--- config.mk ---
export PLATFORM = sky130hd
export DESIGN_NAME = rsa_host_if_flat
export DESIGN_NICKNAME = d
export VERILOG_FILES = /design/src/rtl/rsa_host_if_if.sv /design/src/rtl/rsa_host_if.sv /design/src/flat_wrapper.sv
export SDC_FILE = /design/constraint.sdc
export NUM_CORES = 1
export LEC_CHECK = 0
export BUFFER_PORTS_ARGS = -buffer_cell sky130_fd_sc_hd__buf_2
export CELL_PAD_IN_SITES_DETAIL_PLACEMENT = 1
export CELL_PAD_IN_SITES_GLOBAL_PLACEMENT = 2
export CORE_UTILIZATION = 38
export DETAILED_ROUTE_END_ITERATION = 8
export GPL_TIMING_DRIVEN = 0
export PLACE_DENSITY = 0.91
export SLEW_MARGIN = 20
export SYNTH_ARGS = -nofsm -noshare
export SYNTH_HDL_FRONTEND = slang
export SYNTH_SLANG_ARGS = --single-unit
--- constraint.sdc ---
create_clock -name clk -period 3.6 [get_ports clk]
set_input_delay 0.36 -clock clk [delete_from_list [all_inputs] [get_ports clk]]
set_output_delay 0.36 -clock clk [all_outputs]
set_load 0.02 [all_outputs]
--- src/rtl/rsa_host_if_if.sv ---
// Host register-bus bundle for the RSA host front-end.
// The master drives writes and the address; the slave returns read data and irq.
interface rsa_host_if_if;
   logic       wr_en;
   logic [2:0] addr;
   logic [7:0] wr_data;
   logic [7:0] rd_data;
   logic       irq;

   modport master (
      output wr_en, addr, wr_data,
      input  rd_data, irq
   );

   modport slave (
      input  wr_en, addr, wr_data,
      output rd_data, irq
   );
endinterface

--- src/rtl/rsa_host_if.sv ---
// Host-side register front-end for the modular-exponentiation core.
// It holds the operands and exponent, and sequences each run as follows:
// a one-cycle core reset, then enable until eoc or timeout, then result capture.
//
// state   | meaning
// --------+---------------------------------------------------------------
// IDLE    | core disabled; operand writes and start accepted
// CLEAR   | one cycle with core_rstb low; timeout counter already zeroed
// RUN     | en high; waiting for eoc; timeout counter advancing
// CAPTURE | result latched; en low; done raised on exit to IDLE
module rsa_host_if #(
   parameter int TIMEOUT = 200
) (
   input  logic          clk,
   input  logic          rstb,
   rsa_host_if_if.slave  host,
   output logic          core_rstb,
   output logic          en,
   output logic [8:0]    expE,
   output logic [7:0]    plain,
   output logic [7:0]    modulus,
   output logic [7:0]    const_r2,
   input  logic          eoc,
   input  logic [7:0]    result
);

   typedef enum logic [1:0] {
      S_IDLE    = 2'd0,
      S_CLEAR   = 2'd1,
      S_RUN     = 2'd2,
      S_CAPTURE = 2'd3
   } state_t;

   localparam logic [7:0] TMO = 8'(TIMEOUT);

   state_t     state_q, state_d;
   logic [7:0] plain_q, plain_d;
   logic [7:0] modulus_q, modulus_d;
   logic [7:0] const_r2_q, const_r2_d;
   logic [8:0] exp_q, exp_d;
   logic [7:0] result_q, result_d;
   logic [7:0] cnt_q, cnt_d;
   logic       done_q, done_d;
   logic       err_q, err_d;
   logic       en_q, en_d;
   logic       clr_q, clr_d;

   logic       wr_ctrl;
   logic       start;
   logic       clear;
   logic       idle;
   logic [7:0] cnt_inc;
   logic       tmo_hit;

   // Decode control writes and the saturating timeout comparison.
   always_comb begin
      wr_ctrl = host.wr_en && (host.addr == 3'd5);
      start   = wr_ctrl && host.wr_data[0];
      clear   = wr_ctrl && host.wr_data[1];
      idle    = (state_q == S_IDLE);
      cnt_inc = (cnt_q == 8'hFF) ? 8'hFF : cnt_q + 8'd1;
      tmo_hit = (cnt_inc >= TMO);
   end

   // State register.
   always_ff @(posedge clk or negedge rstb) begin
      if (!rstb) state_q <= S_IDLE;
      else       state_q <= state_d;
   end

   // Next-state logic; eoc takes priority over a coincident timeout.
   always_comb begin
      state_d = state_q;
      case (state_q)
         S_IDLE:    if (start) state_d = S_CLEAR;
         S_CLEAR:   state_d = S_RUN;
         S_RUN: begin
            if (eoc)          state_d = S_CAPTURE;
            else if (tmo_hit) state_d = S_IDLE;
         end
         S_CAPTURE: state_d = S_IDLE;
         default:   state_d = S_IDLE;
      endcase
   end

   // FSM outputs: counter, status flags, result capture, registered en and core reset.
   always_comb begin
      cnt_d    = cnt_q;
      done_d   = done_q;
      err_d    = err_q;
      result_d = result_q;
      if (clear) begin
         done_d = 1'b0;
         err_d  = 1'b0;
      end
      case (state_q)
         S_IDLE: begin
            if (start) begin
               cnt_d  = 8'd0;
               done_d = 1'b0;
               err_d  = 1'b0;
            end
         end
         S_RUN: begin
            cnt_d = cnt_inc;
            if (eoc)          result_d = result;
            else if (tmo_hit) err_d    = 1'b1;
         end
         S_CAPTURE: done_d = 1'b1;
         default: ;
      endcase
      en_d  = (state_d == S_RUN);
      clr_d = (state_d == S_CLEAR);
   end

   // Operand and exponent writes, accepted only while idle.
   always_comb begin
      plain_d    = plain_q;
      modulus_d  = modulus_q;
      const_r2_d = const_r2_q;
      exp_d      = exp_q;
      if (host.wr_en && idle) begin
         case (host.addr)
            3'd0:    plain_d     = host.wr_data;
            3'd1:    modulus_d   = host.wr_data;
            3'd2:    const_r2_d  = host.wr_data;
            3'd3:    exp_d[7:0]  = host.wr_data;
            3'd4:    exp_d[8]    = host.wr_data[0];
            default: ;
         endcase
      end
   end

   // Register file, flags, counter and output flops.
   always_ff @(posedge clk or negedge rstb) begin
      if (!rstb) begin
         plain_q    <= 8'd0;
         modulus_q  <= 8'd0;
         const_r2_q <= 8'd0;
         exp_q      <= 9'd0;
         result_q   <= 8'd0;
         cnt_q      <= 8'd0;
         done_q     <= 1'b0;
         err_q      <= 1'b0;
         en_q       <= 1'b0;
         clr_q      <= 1'b0;
      end else begin
         plain_q    <= plain_d;
         modulus_q  <= modulus_d;
         const_r2_q <= const_r2_d;
         exp_q      <= exp_d;
         result_q   <= result_d;
         cnt_q      <= cnt_d;
         done_q     <= done_d;
         err_q      <= err_d;
         en_q       <= en_d;
         clr_q      <= clr_d;
      end
   end

   // Read mux; control reads back as zero.
   always_comb begin
      case (host.addr)
         3'd0:    host.rd_data = plain_q;
         3'd1:    host.rd_data = modulus_q;
         3'd2:    host.rd_data = const_r2_q;
         3'd3:    host.rd_data = exp_q[7:0];
         3'd4:    host.rd_data = {7'd0, exp_q[8]};
         3'd6:    host.rd_data = {5'd0, err_q, done_q, !idle};
         3'd7:    host.rd_data = result_q;
         default: host.rd_data = 8'd0;
      endcase
   end

   // The core reset follows rstb directly so that it is held low during reset and released together with it.
   assign core_rstb = rstb & ~clr_q;
   assign en        = en_q;
   assign host.irq  = done_q | err_q;
   assign expE      = exp_q;
   assign plain     = plain_q;
   assign modulus   = modulus_q;
   assign const_r2  = const_r2_q;

endmodule
--- src/flat_wrapper.sv ---
// flat-port wrapper written by rule: the top's interface ports become plain ports
module rsa_host_if_flat 
#(
   parameter int TIMEOUT = 200
)
  (clk, rstb, core_rstb, en, expE, plain, modulus, const_r2, eoc, result, host_wr_en, host_addr, host_wr_data, host_rd_data, host_irq);
  rsa_host_if_if host_i ();
  input  logic clk;
  input  logic rstb;
  output logic core_rstb;
  output logic en;
  output logic [8:0] expE;
  output logic [7:0] plain;
  output logic [7:0] modulus;
  output logic [7:0] const_r2;
  input  logic eoc;
  input  logic [7:0] result;
  input wire logic [$bits(host_i.wr_en)-1:0] host_wr_en;
  input wire logic [$bits(host_i.addr)-1:0] host_addr;
  input wire logic [$bits(host_i.wr_data)-1:0] host_wr_data;
  output wire logic [$bits(host_i.rd_data)-1:0] host_rd_data;
  output wire logic [$bits(host_i.irq)-1:0] host_irq;
  assign host_i.wr_en = host_wr_en;
  assign host_i.addr = host_addr;
  assign host_i.wr_data = host_wr_data;
  assign host_rd_data = host_i.rd_data;
  assign host_irq = host_i.irq;
  rsa_host_if #(.TIMEOUT(TIMEOUT)) u_core (.clk(clk), .rstb(rstb), .host(host_i), .core_rstb(core_rstb), .en(en), .expE(expE), .plain(plain), .modulus(modulus), .const_r2(const_r2), .eoc(eoc), .result(result));
endmodule
==> flow_summary.yaml <==
timing:
  tns_ns: 0
  tightest_slew_ns: 0.745
  finalSetupViolations: 0
  fin_crit_ns: 2.13
  clock_skew_ns: 0.0105
  slew_headroom_pct: 50.1
  hold_viol: 0
  rsz0062_at_grt: "false"
  fmax_ghz: 0.469
  finalCritPeriodShare_pct: 59.3
  slew_violations: 0
floorplan:
  core_sq_mm: 0.00729
  die_w_um: 89.1
  num_rows: 31
  io_pins: 67
  die_y_um: 89.1
  start_util_pct: 39.6
  dieArea_sq_mm: 0.00795
routing:
  drtAntennaViolNets: 0
  routed_wl_um: 7280
  drt_iter0_drc: 67
  avgRoutedWirePerCell_um: 17.6
  vias: 2233
  drt_pass1_iterations: 4
  route.detailed.drc: 0
  vias_per_cell: 5.39
finish:
  nFillCells: 847
  syn_to_final_growth_pct: 19.0
  antenna_cells: 0
  fin_nets: 341
  final_cell_mix: "buf_2, dfrtp_1, mux2_2"
  final_common_cell: "buf_2"
  final_cell_count_no_fill: 414
  drive_above_1_share_pct: 46.0
global_routing:
  track_usage_pct: 19.6
  antenna_found_initial: 0
  grt_pass1_vias: 2246
  grt_max_degree: 57
  gr-total-overflow: 0
  grt_pass1_wl_um: 11600
logic_synthesis:
  synth_top_area_share_pct: 47.7
  synth_area_leaders: "dfrtp_1, mux2_2, mux4_2, nand2_1, ha_1"
  synth_seq_area_share_pct: 47.7
  synth.net_count: 268
  syn-cell-area_sq_mm: 0.00289
  netlist.top_cell.by_area: "dfrtp_1"
  syn_inst: 241
  yosys.cell_types.count: 50
  synth_seq_cells: 55
  synth.avg_cell_area_sq_um: 12.0
  yosysWarnings: 0
worst_setup_path:
  r2r_slack_ns: 1.47
  r2r-start: "u_core.state_q[0]$_DFF_PN0_"
  start_kind: "flip-flop"
  reg2reg_depth: 6
  arrival_ns: 2.34
  cp_max_fo: 10
  timing.rr.end: "u_core.modulus[6]$_DFFE_PN0P_"
  crit_type: "reg2reg"
  crit_path_end_kind: "flip-flop"
  critPathRequiredTime_ns: 3.80
power:
  p_comb_share_pct: 47.5
  power.switching_mw: 1.16
  p_leak_nw: 1.61
  clkPwrFrac_pct: 12.7
  peakVddDrop_mv: 0.310
  p_per_area_mw_per_mm2: 808
  seqPwrFrac_pct: 39.8
  swShare_pct: 42.0
  intPower_mw: 1.61
clock_network:
  clock_latency_ns: 0.32
  cts_tree: "done"
  cts-root-buf: "clkbuf_8"
  cts.path.max_buffers: 2
  cts_buffers: 5
  cts_resized: 0
  post_cts_buffers: 0
  ctsHtreeMaxLevel: 2
  hold_buffers: 0
  cts.sinks: 55
  clk_pin_slew_ns: 0.09
place:
  place_inst: 406
  globalplace.congestion: 0.778
  post-dp-hpwl_um: 5270
  io_buffers: 66
flow_run:
  cap_viol_max_count: 0
outcome:
  status: "finished clean"
min_path:
  hold_path_class: "in2async"
[worst max path at each step]
stage,startpoint,slack [ns],depth (start not counted),endpoint
6_report,u_core.state_q[0]$_DFF_PN0_,1.47,6,u_core.modulus[6]$_DFFE_PN0P_
5_1_grt,u_core.state_q[0]$_DFF_PN0_,1.36,6,u_core.modulus[1]$_DFFE_PN0P_
4_1_cts,u_core.state_q[0]$_DFF_PN0_,1.44,6,u_core.modulus[5]$_DFFE_PN0P_
3_5_place_dp,u_core.state_q[0]$_DFF_PN0_,1.46,6,u_core.modulus[5]$_DFFE_PN0P_
3_3_place_gp,rstb,1.48,3,core_rstb
2_1_floorplan,u_core.state_q[1]$_DFF_PN0_,1.79,6,u_core.const_r2[0]$_DFFE_PN0P_
[layer usage]
layer / up-vias / share of wire, % / global-route usage [%]
met5: - / 0 / 0
met4: 0 / 1.1 / 5.92
met3: 7 / 3.0 / 3.69
met2: 43 / 49 / 31.4
met1: 1138 / 47 / 27.1
li1: 1045 / - / -
[logic make-up after synthesis]
logic type | after synthesis | synth area share (%)
and+or+nand+nor | 65 | 13.5
DFF | 55 | 47.7
muxes | 51 | 20.9
AOI/OAI and AO/OA | 50 | 13.0
buffers and inverters | 16 | 3.21
adders and majority gates | 4 | 1.73
[through the flow]
step / total power, mW / instance area (sq um) / setup slack, ns / util, % / hold WS [ns]
finish: 2.77 / 3430 / 1.47 / 47.1 / 0.0966
floorplan: 2.00 / 2890 / 1.79 / - / 0.0644
CTS: 2.81 / 3430 / 1.44 / 47.1 / 0.109
global route: 2.98 / 3430 / 1.36 / 47.1 / 0.132
global placement: 2.39 / 3340 / 1.48 / 45.8 / 0.487
detailed placement: 2.45 / 3340 / 1.46 / 45.8 / 0.459
[flip-flops by register name (all words and copies together), names as in the netlist, 2 cells and up]
register,flops
u_core.plain,8
u_core.modulus,8
u_core.cnt_q,8
u_core.result_q,8
u_core.const_r2,8
u_core.state_q,2
u_core.expE,9
[worst max-delay path, stage by stage (launching register included)]
cell and delay [ns]:
dfrtp_1 0.40, inv_1 0.13, ha_1 0.19, buf_4 0.17, nand2_1 0.18, nor3b_4 0.56, mux2_2 0.39
[synthesized netlist by cell type, drive strengths merged]
cell type  count
a2111o         1
a211oi         2
a21boi         2
a21o           3
a21oi          8
a221oi         1
a22o           3
a22oi          5
a31oi          4
a32o           1
a41oi          1
and2           2
and2b          1
and3           4
and4b          1
buf           11
dfrtp         55
ha             4
inv            5
mux2          44
mux2i          4
mux4           3
nand2         17
nand2b         3
nand3          5
nand4          4
nand4b         2
nor2          11
nor2b          8
nor3           2
nor3b          3
o211ai         1
o21a           1
o21ai          7
o21bai         1
o221a          1
o221ai         4
o22ai          4
or2            1
or4            1
[area by class of cell]
class                           instances  area (sq um)  share of cell area [%]
Tap cell                               99           124                    3.61
Inverter                                5          18.8                   0.547
Clock buffer                            6          72.6                    2.11
Buffer                                 11          73.8                    2.15
Timing Repair Buffer                   66           333                    9.70
Sequential cell                        55          1380                    40.1
Multi-Input combinational cell        170          1420                    41.3
Clock inverter                          2          17.5                   0.510
[power by group through the flow]
stage          clock [mW]  combinational [mW]  sequential [mW]
2_1_floorplan           0               0.696             1.30
3_3_place_gp            0                1.30             1.10
3_5_place_dp            0                1.33             1.12
4_1_cts             0.364                1.34             1.11
5_1_grt             0.386                1.45             1.14
6_report            0.351                1.32             1.10
Note: power is estimated with default switching activity, not from simulation.
